### src/rtl/sseg_pkg.sv
// Shared segment encoding for the seven-segment scan driver.
// o_sseg_n bit order: bit7 = DP, bits6..0 = G,F,E,D,C,B,A; all active-low.
package sseg_pkg;

    localparam int          SSEG_DP_BIT  = 7;
    localparam logic [7:0]  SSEG_BLANK_N = 8'hFF;
    localparam logic [6:0]  SEG_OFF_N    = 7'h7F;

    function automatic logic [6:0] hex_to_sseg_n(input logic [3:0] hex);
        logic [6:0] seg;
        seg = SEG_OFF_N;
        case (hex)
            4'h0: seg = 7'h40;
            4'h1: seg = 7'h79;
            4'h2: seg = 7'h24;
            4'h3: seg = 7'h30;
            4'h4: seg = 7'h19;
            4'h5: seg = 7'h12;
            4'h6: seg = 7'h02;
            4'h7: seg = 7'h78;
            4'h8: seg = 7'h00;
            4'h9: seg = 7'h10;
            4'hA: seg = 7'h08;
            4'hB: seg = 7'h03;
            4'hC: seg = 7'h46;
            4'hD: seg = 7'h21;
            4'hE: seg = 7'h06;
            4'hF: seg = 7'h0E;
            default: seg = SEG_OFF_N;
        endcase
        return seg;
    endfunction

endpackage

### src/rtl/sseg_slot_timer.sv
// Slot/digit counters, frame pulse, blink phase and PWM window for the scan driver.
// o_frame_start and o_blink_hide are combinational views of the current/next state.
module sseg_slot_timer
    import sseg_pkg::*;
#(
    parameter int N_DIGITS     = 4,
    parameter int DIGIT_CYCLES = 100_000,
    parameter int GUARD        = 8,
    parameter int BRIGHT_W     = 4,
    parameter int BLINK_FRAMES = 250,
    parameter int IDX_W        = 2
) (
    input  logic                i_clk,
    input  logic                i_rst_n,
    input  logic [BRIGHT_W-1:0] i_brightness,
    output logic [IDX_W-1:0]    o_idx,
    output logic                o_frame_start,
    output logic                o_frame,
    output logic                o_blink_hide,
    output logic                o_sel_on
);

    localparam int CNT_W = (DIGIT_CYCLES > 1) ? $clog2(DIGIT_CYCLES) : 1;
    localparam int ON_W  = BRIGHT_W + $clog2(DIGIT_CYCLES) + 1;
    localparam int BF_W  = $clog2(BLINK_FRAMES + 1);

    logic [CNT_W-1:0] cnt_q, cnt_d;
    logic [IDX_W-1:0] idx_q, idx_d;
    logic [BF_W-1:0]  fcnt_q, fcnt_d;
    logic             phase_q, phase_d;
    logic             frame_q;
    logic             frame_start;
    logic [ON_W-1:0]  on_end;
    logic [ON_W-1:0]  cnt_ext;

    assign frame_start = (cnt_q == '0) && (idx_q == '0);

    always_comb begin
        cnt_d   = cnt_q + CNT_W'(1);
        idx_d   = idx_q;
        fcnt_d  = fcnt_q;
        phase_d = phase_q;
        if (cnt_q == CNT_W'(DIGIT_CYCLES - 1)) begin
            cnt_d = '0;
            idx_d = (idx_q == IDX_W'(N_DIGITS - 1)) ? '0 : idx_q + IDX_W'(1);
        end
        // fcnt counts frames begun in the current phase; the phase flips as the next one starts
        if (frame_start) begin
            if (fcnt_q == BF_W'(BLINK_FRAMES)) begin
                fcnt_d  = BF_W'(1);
                phase_d = ~phase_q;
            end else begin
                fcnt_d = fcnt_q + BF_W'(1);
            end
        end
    end

    always_ff @(posedge i_clk) begin
        if (!i_rst_n) begin
            cnt_q   <= '0;
            idx_q   <= '0;
            fcnt_q  <= '0;
            phase_q <= 1'b0;
            frame_q <= 1'b0;
        end else begin
            cnt_q   <= cnt_d;
            idx_q   <= idx_d;
            fcnt_q  <= fcnt_d;
            phase_q <= phase_d;
            frame_q <= frame_start;
        end
    end

    // Wide enough that the all-ones code lands exactly on DIGIT_CYCLES
    assign on_end  = ((ON_W'(i_brightness) + ON_W'(1)) * ON_W'(DIGIT_CYCLES - GUARD) >> BRIGHT_W)
                     + ON_W'(GUARD);
    assign cnt_ext = ON_W'(cnt_q);

    assign o_idx         = idx_q;
    assign o_frame_start = frame_start;
    assign o_frame       = frame_q;
    assign o_blink_hide  = phase_d;
    assign o_sel_on      = (cnt_ext >= ON_W'(GUARD)) && (cnt_ext < on_end);

endmodule

### src/rtl/sseg_scan_mux.sv
// Time-multiplexed N-digit seven-segment driver: frame snapshot, leading-zero
// suppression, blink and PWM brightness, with registered pin outputs.
module sseg_scan_mux
    import sseg_pkg::*;
#(
    parameter int N_DIGITS     = 4,
    parameter int DIGIT_CYCLES = 100_000,
    parameter int GUARD        = 8,
    parameter int BRIGHT_W     = 4,
    parameter int BLINK_FRAMES = 250
) (
    input  logic                  i_clk,
    input  logic                  i_rst_n,
    input  logic [4*N_DIGITS-1:0] i_hex,
    input  logic [N_DIGITS-1:0]   i_dp,
    input  logic [N_DIGITS-1:0]   i_blank,
    input  logic [N_DIGITS-1:0]   i_blink,
    input  logic                  i_lz_suppress,
    input  logic [BRIGHT_W-1:0]   i_brightness,
    output logic [N_DIGITS-1:0]   o_ldsel,
    output logic [7:0]            o_sseg_n,
    output logic                  o_frame
);

    localparam int IDX_W = (N_DIGITS > 1) ? $clog2(N_DIGITS) : 1;

    logic [4*N_DIGITS-1:0] hex_q, hex_d;
    logic [N_DIGITS-1:0]   dp_q, dp_d, blank_q, blank_d, blink_q, blink_d;
    logic                  lz_q, lz_d;
    logic [BRIGHT_W-1:0]   bright_q, bright_d;
    logic [N_DIGITS-1:0]   ldsel_q, ldsel_d;
    logic [7:0]            sseg_q, sseg_d;
    logic [N_DIGITS-1:0]   supp;
    logic                  chain;
    logic [IDX_W-1:0]      idx;
    logic                  frame_start, blink_hide, sel_on, dark;
    logic [3:0]            cur_hex;

    sseg_slot_timer #(
        .N_DIGITS    (N_DIGITS),
        .DIGIT_CYCLES(DIGIT_CYCLES),
        .GUARD       (GUARD),
        .BRIGHT_W    (BRIGHT_W),
        .BLINK_FRAMES(BLINK_FRAMES),
        .IDX_W       (IDX_W)
    ) u_timer (
        .i_clk        (i_clk),
        .i_rst_n      (i_rst_n),
        .i_brightness (bright_d),
        .o_idx        (idx),
        .o_frame_start(frame_start),
        .o_frame      (o_frame),
        .o_blink_hide (blink_hide),
        .o_sel_on     (sel_on)
    );

    // The snapshot is visible from the frame-start cycle itself, so slot 0 never shows stale data
    assign hex_d    = frame_start ? i_hex         : hex_q;
    assign dp_d     = frame_start ? i_dp          : dp_q;
    assign blank_d  = frame_start ? i_blank       : blank_q;
    assign blink_d  = frame_start ? i_blink       : blink_q;
    assign lz_d     = frame_start ? i_lz_suppress : lz_q;
    assign bright_d = frame_start ? i_brightness  : bright_q;

    always_comb begin
        supp  = '0;
        chain = lz_d;
        for (int k = N_DIGITS - 1; k >= 0; k--) begin
            if (chain && (hex_d[4*k +: 4] == 4'h0) && !dp_d[k] && (k != 0)) begin
                supp[k] = 1'b1;
            end else begin
                chain = 1'b0;
            end
        end
    end

    assign cur_hex = hex_d[4*idx +: 4];
    assign dark    = blank_d[idx] | supp[idx] | (blink_hide & blink_d[idx]);

    always_comb begin
        ldsel_d = '0;
        if (sel_on) begin
            ldsel_d[idx] = 1'b1;
        end
        sseg_d = dark ? SSEG_BLANK_N : {~dp_d[idx], hex_to_sseg_n(cur_hex)};
    end

    always_ff @(posedge i_clk) begin
        if (!i_rst_n) begin
            hex_q    <= '0;
            dp_q     <= '0;
            blank_q  <= '1;
            blink_q  <= '0;
            lz_q     <= 1'b0;
            bright_q <= '0;
            ldsel_q  <= '0;
            sseg_q   <= SSEG_BLANK_N;
        end else begin
            hex_q    <= hex_d;
            dp_q     <= dp_d;
            blank_q  <= blank_d;
            blink_q  <= blink_d;
            lz_q     <= lz_d;
            bright_q <= bright_d;
            ldsel_q  <= ldsel_d;
            sseg_q   <= sseg_d;
        end
    end

    assign o_ldsel  = ldsel_q;
    assign o_sseg_n = sseg_q;

endmodule

### config.mk
export PLATFORM = sky130hd
export DESIGN_NAME = sseg_scan_mux
export DESIGN_NICKNAME = d
export VERILOG_FILES = /design/src/rtl/sseg_pkg.sv /design/src/rtl/sseg_slot_timer.sv /design/src/rtl/sseg_scan_mux.sv
export SDC_FILE = /design/constraint.sdc
export NUM_CORES = 1
export LEC_CHECK = 0
export CAP_MARGIN = 20
export CORE_ASPECT_RATIO = 1.25
export CORE_MARGIN = 2
export CORE_UTILIZATION = 35
export DETAILED_ROUTE_END_ITERATION = 8
export PLACE_DENSITY_LB_ADDON = 0.12
export SLEW_MARGIN = 0
export SYNTH_ARGS = -nofsm -noshare
export SYNTH_HDL_FRONTEND = slang
export SYNTH_SLANG_ARGS = --single-unit
export TNS_END_PERCENT = 10
### constraint.sdc
create_clock -name i_clk -period 8.61 [get_ports i_clk]
set_input_delay 1.722 -clock i_clk [delete_from_list [all_inputs] [get_ports i_clk]]
set_output_delay 1.722 -clock i_clk [all_outputs]
set_load 0.02 [all_outputs]
### After elaboration in Yosys (flattened, before gate mapping)

Memory sizes are Yosys's and may differ from the RTL's. A register that Yosys moved wholly into a read port is not among the register bits.
Index checks and enable logic that the tools add are counted.
W data, S select, Z words.

| word-level totals | value |
|---|---|
| register bits after elaboration | 74 |
| ROM bits | 112 |
| input port bits | 35 |
| logic and storage cells | 79 |
| memories | 1 |

| cells by class | value |
|---|---|
| add/sub/neg operators | 5 |
| multipliers | 1 |
| $lt $le $gt $ge | 4 |
| eq/ne operators | 3 |
| shift-type cells | 1 |
| mux-type cells | 25 |
| bitwise operators | 6 |
| reductions and logical operators | 20 |

Memory list:

| memory | words | width | read ports | clocked after memory_dff | wr ports | line | RTL |
|---|---|---|---|---|---|---|---|
| (name not given) | 16 | 7 | 1 | 1 | 0 | sseg_pkg.sv:12 | `case (hex)` |

Operator list:

| kind | number |
|---|---|
| $lt A17 B22 Y1 | 1 |
| $mul A22 B14 Y19 const B | 1 |
| $add A18 B4 Y19 const B | 1 |
| $add A17 B1 Y17 const B | 1 |
| $eq A17 B17 Y1 const B | 1 |
| $ge A17 B4 Y1 const B | 1 |
| $logic_not A17 Y1 | 1 |
| $mux W16 | 1 |
| $mux W4 | 4 |
| $shiftx A16 B5 Y4 | 1 |
| $mux W1 | 13 |
| $logic_not A4 Y1 | 3 |
| $logic_and A1 B1 Y1 | 9 |
| $add A8 B1 Y8 const B | 1 |
| $bmux W1 S2 | 4 |
| $eq A8 B8 Y1 const B | 1 |
| $mux W8 | 1 |
| $add A4 B1 Y5 const B | 1 |
| $reduce_or A2 Y1 | 2 |
| $logic_not A1 Y1 | 3 |
| $lt A2 B3 Y1 const B | 1 |
| $not A1 Y1 | 3 |
| $add A2 B1 Y2 const B | 1 |
| $demux W1 S2 | 1 |
| 7 further kinds | 8 |

### Longest topological paths before layout

Gate-level depths: netlist of the first run.

| logic depth | value |
|---|---|
| depth in word-level cells | 18 |
| gate-level depth with buffers | 36 |
| gate-level depth less buffers | 34 |

### Cells and area by module

A second synthesis of the first run with hierarchy kept.

| second synthesis, totals | value |
|---|---|
| cells, all modules | 602 |
| area, all modules | 5365.1 µm² |

By module, submodules not included:

| module | times used | cells each | area an instance (µm²) | seq. area each (µm²) |
|---|---|---|---|---|
| sseg_slot_timer | 1 | 381 | 3176.8 | 580.6 |
| sseg_scan_mux | 1 | 221 | 2188.3 | 900.9 |

### Worst setup path before layout of the first run

No wires, ideal clock.

| path | value |
|---|---|
| path kind | input port to flip-flop |
| start point | in i_brightness[0] |
| end point | reg ldsel_q[0] (netlist: o_ldsel[0]) |
| library setup time | 0.065 ns |
| arrival time | 7.217 ns |
| setup slack | 1.329 ns |
| cell stages on the path | 25 |
| cells stage by stage | nand3_1 nand2_1 inv_2 or3_1 xor2_1 ha_1 ha_1 ha_1 ha_1 buf_2 a211o_1 a211o_1 a211oi_1 nor4b_4 and4_1 and2_1 nand2_1 xor2_1 ha_1 a2111oi_0 nand3_1 o32ai_1 nor3_1 mux2_4 nor2_1 |

| on the way | value |
|---|---|
| word-level cells in the longest chain between the ends | 7 |

RTL lines:

| item | line | RTL |
|---|---|---|
| start, declared | sseg_scan_mux.sv:19 | `input logic [BRIGHT_W-1:0] i_brightness,` |
| $mux W4 | sseg_scan_mux.sv:63 | `assign bright_d = frame_start ? i_brightness : bright_q;` |
| named net bright_d[0] | sseg_scan_mux.sv:30 | `logic [BRIGHT_W-1:0] bright_q, bright_d;` |
| $add A4 B1 Y5 | sseg_slot_timer.sv:75 | `assign on_end = ((ON_W'(i_brightness) + ON_W'(1)) * ON_W'(DIGIT_CYCLES - GUARD) >> BRIGHT_W)` |
| $mul A22 B14 Y19 | sseg_slot_timer.sv:75 |  |
| $add A18 B4 Y19 | sseg_slot_timer.sv:76 | `+ ON_W'(GUARD);` |
| $lt A17 B22 Y1 | sseg_slot_timer.sv:83 | `assign o_sel_on = (cnt_ext >= ON_W'(GUARD)) && (cnt_ext < on_end);` |
| $logic_and A1 B1 Y1 | sseg_slot_timer.sv:83 |  |
| $reduce_and A2 Y1 (no line) | -- |  |
| end signal, assigned | sseg_scan_mux.sv:105 | `ldsel_q <= ldsel_d;` |
| end, declared | sseg_scan_mux.sv:31 | `logic [N_DIGITS-1:0] ldsel_q, ldsel_d;` |

The timed path passes the listed nets, and every way through them passes these cells.
A chain may end at the register's enable or synchronous reset.

### Final worst setup path of the first run

| path | value |
|---|---|
| start point | in i_brightness[0] |
| end point | reg ldsel_q[3] (netlist: o_ldsel[3]) |

The elaborated chain is that of the path after synthesis.

==> results of run 1 <==
[flip-flops by register name (all words and copies together), names as in the netlist]
| signal | cells |
|---|---|
| hex_q | 16 |
| o_sseg_n | 8 |
| u_timer.o_frame | 1 |
| bright_q | 4 |
| u_timer.o_idx | 2 |
| blink_q | 4 |
| dp_q | 4 |
| u_timer.cnt_q | 17 |
| o_ldsel | 4 |
| lz_q | 1 |
| u_timer.phase_q | 1 |
| blank_q | 4 |
| u_timer.fcnt_q | 8 |
[final cells by class]
type                            count  share of cell area, %
Tap cell                          178                  3.594
Inverter                           27                  1.635
Clock buffer                       10                  3.695
Multi-Input combinational cell    462                  57.20
Sequential cell                    74                  23.90
Clock inverter                      6                  1.454
Timing Repair Buffer               53                  8.520
[stage by stage]
stage | total power, uW | util [%] | area (um^2) | hold WS (ns) | setup slack [ns]
after global placement | 1101 | 40.34 | 5837 | 0.4433 | 0.3102
after CTS | 1517 | 42.55 | 6156 | 0.4600 | 0.4432
after floorplan | 928.9 | - | 5194 | 0.4333 | 1.329
after global routing | 1623 | 42.83 | 6197 | 0.4803 | 0.004176
after detailed placement | 1109 | 40.34 | 5837 | 0.4511 | 0.1332
final | 1506 | 42.83 | 6197 | 0.4595 | 0.5669
[layer usage]
metal | GRT usage, % | part of all wire, % | routed length, um
met5 | 0 | 0 | 0
met4 | 5.456 | 1.4 | 178
met1 | 19.22 | 43 | 5610
met3 | 2.596 | 2.9 | 375
met2 | 30.79 | 53 | 6860
[power by group through the flow]
stage / logic [uW] / clock network, uW / registers, uW
floorplan: 543 / 0 / 386
global placement: 717 / 0 / 384
detailed placement: 725 / 0 / 384
CTS: 730 / 410 / 377
global route: 818 / 426 / 379
finish: 731 / 399 / 377
[cells by family after synthesis]
| group | share of synthesized area (%) |
|---|---|
| AND/OR/NAND/NOR | 21.61 |
| AO/OA/AOI/OAI | 12.84 |
| buffers and inverters | 3.638 |
| multiplexers | 9.949 |
| adder cells (fa/ha/maj) | 16.04 |
| flip-flops | 28.52 |
| XOR/XNOR | 7.396 |
[cell usage in the layout, fill, tap and decap left out, types with 9 or more instances in the layout]
cell and instances:
dfxtp_1 74, nor2_1 71, ha_1 65, nand2_1 50, clkdlybuf4s50_1 47, mux2i_1 33, xor2_1 25, a21oi_1 24
nand3_1 22, inv_1 20, xnor2_1 15, nor3_1 12, nand4_1 12, o21ai_0 9, clkbuf_16 9
[worst max-delay path by stage]
| stage | start | end | slack, ns | cells past startpoint |
|---|---|---|---|---|
| final | i_brightness[0] | o_ldsel[3]$_SDFF_PN0_ | 0.57 | 25 |
| after global routing | i_brightness[0] | o_ldsel[3]$_SDFF_PN0_ | 0.004 | 25 |
| after CTS | i_brightness[0] | o_ldsel[3]$_SDFF_PN0_ | 0.44 | 25 |
| after detailed placement | i_brightness[0] | o_ldsel[3]$_SDFF_PN0_ | 0.13 | 25 |
| after global placement | i_brightness[0] | o_ldsel[2]$_SDFF_PN0_ | 0.31 | 25 |
| after floorplan | i_brightness[0] | o_ldsel[0]$_SDFF_PN0_ | 1.33 | 25 |
[worst max-delay path: cells and delay by family]
kind	cells	cell delay (ns)
buf+inv	2	0.65
fa+ha+maj	5	1.48
compound gates	6	1.99
xor+xnor	3	0.62
simple gates	8	1.55
mux	1	0.30
==> summary.md, run 1 <==
| Metric | Value |
|---|---|
| Clock Latency Late Sink | `approximately 0.33 ns` |
| Final nets | `about 730` |
| Top cells by area, synth | `dfxtp_1 29%, ha_1 16%, mux2i_1 6.4%` |
| Max-slew headroom | `roughly 54%` |
| PortBufs | `47` |
| Combinational Power Share | `about half` |
| NetSw | `574.1 uW` |
| Cells after DPL | `about 790` |
| Worst-path fanout max | `9` |
| Max Clk Rate | `~0.12 GHz` |
| Final wirelength | `approximately 13000 um` |
| Asr flop ratio synth | `0%` |
| Outcome | `finished with violations` |
| Unrepaired setup endpoints after global routing | `no` |
| Hold_buf cts | `0` |
| Worst EP arrival | `about 8.3 ns` |
| Top cells by count, synth | `74 x dfxtp_1, 71 x nor2_1, 65 x ha_1, 50 x nand2_1, 33 x mux2i_1` |
| Routed Antenna Nets | `0` |
| Hold path endpoint | `hex_q[3]$_SDFF_PN0_` |
| Die width | `between 100 and 150 um` |
| CTS Buffer Depth | `2` |
| Power Density | `~240 mW/mm^2` |
| Initial DRC count | `around 190` |
| Area leader, netlist | `dfxtp_1` |
| Global-route wire length before repair | `~21000 um` |
| Register Area | `~0.0015 mm^2` |
| CTS tree | `done` |
| Syn_area_per_cell | `just under 9 um^2` |
| Initial core utilization | `35.90%` |
| Crit. End Element | `register` |
| Netlist cell types | `79` |
| Root Buffer | `clkbuf_16` |
| Setup bufs post-CTS | `0` |
| GPL Wtd Cong | `between 0.8 and 0.9` |
| Number of flops mapped to enable cells by yosys | `0` |
| I/O Pins | `between 40 and 50` |
| Crit path top cell by count | `ha_1` |
| Tcrit/Tclk final | `~93%` |
| Fill count | `~1500` |
| Leak | `~0.0026 uW` |
| Non-Filler Instances | `just over 800` |
| Remaining Overflow, GRT | `0` |
| Dominant synthesized flop cell | `dfxtp_1` |
| Failing checks | `DRC` |
| Reg2reg start | `u_timer.o_idx[0]$_SDFFE_PN0P_` |
| Setup TNS | `0 ns` |
| Slowest cell delay on critical path | `around 0.51 ns` |
| HP Class | `reg -> reg` |
| Worst vdd ir | `about 0.00013 V` |
| Clk_skew | `about 0.0084 ns` |
| CTS clk-pin slew, worst paths | `about 0.060 ns` |
| Pin count of the biggest net entering global routing | `39` |
| Die height | `around 140 um` |
| Area of the multi-input gates | `~0.0035 mm^2` |
| Cells after Synth | `581` |
| CP Launch Type | `primary input` |
| Fin. max-slew vios | `0` |
| Most common cell in the synthesized netlist | `dfxtp_1` |
| Setup CP Type | `in -> reg` |
| Post-Syn Area | `0.005194 mm^2` |
| Vias per cell | `~5.4` |
| Htree depth | `3` |
| Pint | `~930 uW` |
| Hold Fails Final Rpt | `0` |
| R2r setup slk | `between 1 and 1.5 ns` |
| Max-cap viol count | `0` |
| Hold_sp | `hex_q[3]$_SDFF_PN0_` |
| CTS Sinks | `74` |
| Num rows | `49` |
| Reg2reg end | `o_ldsel[3]$_SDFF_PN0_` |
| Share of the synthesized area in the top cell type | `28.52%` |
| Area growth from synthesis to layout | `19.32%` |
| Register area share after synthesis | `roughly 29%` |
| Clock network power share | `about a quarter` |
| Pin slew with the least headroom to its limit | `around 0.7 ns` |
| Yosys Warn Count | `0` |
| Seq pwr share | `approximately 25%` |
| Via Count | `4354` |
| Final Critical Period | `8.043 ns` |
| Net Sw Frac | `roughly two fifths` |
| Share of cells above drive strength 1 | `9.019%` |
| Cell count of the worst reg-to-reg path | `28` |
| Initial antenna violation count | `0` |
| DP HPWL | `slightly above 10000 um` |
| Register bit total from synthesis | `74` |
| CP required | `between 8 and 9 ns` |
| DR WL/cell | `approximately 16 um` |
| Syn nets | `682` |
| # setup viols final | `0` |
| Core footprint | `roughly 0.014 mm^2` |
| Diodes inserted | `0` |
| Hold Path Depth | `2` |
| Number of global-route vias before repair | `between 4000 and 5000` |
| Die area | `0.01584 mm^2` |
| Crit-path slowest cell | `clkdlybuf4s50_1` |
| Drt pass-1 iters | `6` |
| Drt drc | `5` |
| CTS Buf Count | `9` |
| Global Route Usage Sum | `between 10% and 20%` |
| Resize count post-CTS | `0` |
No activity file was read; power rests on OpenSTA's default activity.
==> run 2: changes to the inputs <==
==> constraint.sdc (replaced) <==
create_clock -name i_clk -period 10.3 [get_ports i_clk]
set_input_delay 2.06 -clock i_clk [delete_from_list [all_inputs] [get_ports i_clk]]
set_output_delay 2.06 -clock i_clk [all_outputs]
set_load 0.02 [all_outputs]
==> summary.md, run 2 (same netlist as run 1, synthesis figures left out) <==
| Metric | Value |
|---|---|
| Outcome | `finished with violations` |
| Failing checks | `DRC` |
| Die width | `between 100 and 150 um` |
| DP HPWL | `between 10000 and 15000 um` |
| Die area | `~0.016 mm^2` |
| Area growth from synthesis to layout | `17.95%` |
| Unrepaired setup endpoints after global routing | `no` |
| Drt drc | `5` |
| CTS tree | `done` |
| Hold_buf cts | `0` |
| Number of global-route vias before repair | `~4300` |
| Hold Path Depth | `2` |
| Pin slew with the least headroom to its limit | `0.7487 ns` |
| Htree depth | `3` |
| DR WL/cell | `approximately 16 um` |
| Crit path buf inv count | `2` |
| Reg2reg end | `o_ldsel[2]$_SDFF_PN0_` |
| Slowest cell delay on critical path | `slightly above 0.5 ns` |
| # setup viols final | `0` |
| CP required | `roughly 11 ns` |
| Via Count | `between 4000 and 5000` |
| GPL Wtd Cong | `0.8786` |
| Max reg flops | `17` |
| Commonest non-fill, non-tap cell in the layout | `dfxtp_1` |
| Global-route wire length before repair | `21400 um` |
| Worst vdd ir | `0.0001294 V` |
| Num rows | `slightly below 50` |
| Die height | `about 140 um` |
| Reg2reg start | `u_timer.o_idx[1]$_SDFFE_PN0P_` |
| Diodes inserted | `0` |
| Root Buffer | `clkbuf_16` |
| Initial antenna violation count | `0` |
| Final nets | `approximately 730` |
| Hold path endpoint | `lz_q$_SDFF_PN0_` |
| Max-slew headroom | `49.56%` |
| CTS Buf Count | `9` |
| Crit path top cell by count | `ha_1` |
| Core footprint | `roughly 0.014 mm^2` |
| HP Class | `reg -> reg` |
| Max-cap viol count | `0` |
| Cell count of the worst reg-to-reg path | `30` |
| Clock Latency Late Sink | `approximately 0.33 ns` |
| I/O Pins | `48` |
| Initial DRC count | `around 160` |
| Hold_sp | `lz_q$_SDFF_PN0_` |
| Vias per cell | `roughly 5.3` |
| CTS clk-pin slew, worst paths | `roughly 0.060 ns` |
| R2r setup slk | `slightly below 2 ns` |
| Power Density | `202.0 mW/mm^2` |
| Leak | `around 0.0026 uW` |
| Drt pass-1 iters | `6` |
| Util after Layout | `about 42%` |
| Final wirelength | `13040 um` |
| Tcrit/Tclk final | `roughly 82%` |
| Final Critical Period | `8.468 ns` |
| Initial core utilization | `a little over a third` |
| Remaining Overflow, GRT | `0` |
| Setup bufs post-CTS | `0` |
| Share of cells above drive strength 1 | `~8.3%` |
| Delay-heaviest family, CP | `compound AO/OA/AOI/OAI gates` |
| Crit. End Element | `register` |
| Most frequent cells in the layout | `74 x dfxtp_1, 71 x nor2_1, 65 x ha_1` |
| PortBufs | `47` |
| Clk_skew | `0.01331 ns` |
| WHS | `between 0.4 and 0.5 ns` |
| Top reg by flops | `u_timer.cnt_q` |
| Biggest registers after layout | `u_timer.cnt_q x17, hex_q x16` |
| Global Route Usage Sum | `16.73%` |
| Worst-path fanout max | `9` |
| Fin. max-slew vios | `0` |
| Hold Fails Final Rpt | `0` |
| Routed Antenna Nets | `0` |
| Worst EP arrival | `8.73 ns` |
| Pin count of the biggest net entering global routing | `40` |
| Setup CP Type | `in -> reg` |
| Crit-path slowest cell | `clkdlybuf4s50_1` |
| CTS Sinks | `74` |
| Resize count post-CTS | `0` |
| Max Clk Rate | `0.1181 GHz` |
| CP Launch Type | `primary input` |
| CTS Buffer Depth | `2` |
| Setup TNS | `0 ns` |
[run 2: cell types whose count changed in the layout (fill, tap and decap cells not counted), sizes merged]
cell    change
clkinv      +1
bufinv      -1
buf         -3
[run 2: layout make-up]
type                    count  area (um^2)
clock buffers              10        239.0
inverters                  27        101.3
multi-input cells         462         3523
repair buffers             50        493.0
well taps                 178        222.7
clock inverters             6        65.06
fillers                  1461         8343
flip-flops and latches     74         1481
[run 2: worst max path at each step]
stage | startpoint | to | slack [ns] | depth (start not counted)
2_1_floorplan | i_brightness[0] | o_ldsel[0]$_SDFF_PN0_ | 2.68 | 25
3_3_place_gp | i_brightness[0] | o_ldsel[2]$_SDFF_PN0_ | 1.64 | 25
3_5_place_dp | i_brightness[0] | o_ldsel[1]$_SDFF_PN0_ | 1.50 | 25
4_1_cts | i_brightness[0] | o_ldsel[1]$_SDFF_PN0_ | 1.81 | 25
5_1_grt | u_timer.o_idx[1]$_SDFFE_PN0P_ | o_ldsel[1]$_SDFF_PN0_ | 1.27 | 30
6_report | i_brightness[0] | o_ldsel[2]$_SDFF_PN0_ | 1.83 | 25
[run 2: layer usage]
layer	vias up	share of wire, %	GRT usage (%)
met3	21	3.6	2.423
met1	2037	43	20.24
li1	2177	-	-
met4	0	2.4	6.033
met5	-	0	0
met2	78	51	29.99
[run 2: power by group]
group	leakage, uW	switching [uW]	internal, uW
Combinational	0.00185	350	256
Sequential	0.000605	9.49	305
Clock	0.000149	121	194
Total	0.00261	481	756
[run 2: stage by stage]
stage | instances | setup slack, ns | instance area (um^2) | power [uW]
floorplan | 581 | 2.681 | 5194 | 776.5
global placement | 791 | 1.643 | 5822 | 917.8
detailed placement | 791 | 1.501 | 5822 | 927.7
CTS | 807 | 1.809 | 6126 | 1249
global route | 807 | 1.267 | 6126 | 1331
finish | 807 | 1.832 | 6126 | 1237
[run 2: worst reg2reg max path: cells and delay by family (launching register included)]
family | cells | cell delay (ns)
and+or+nand+nor | 13 | 2.01
AOI/OAI and AO/OA | 5 | 1.97
adders and majority gates | 6 | 1.92
buffers and inverters | 3 | 1.01
DFF | 1 | 0.59
xor gates and xnor gates | 2 | 0.48
muxes | 1 | 0.30
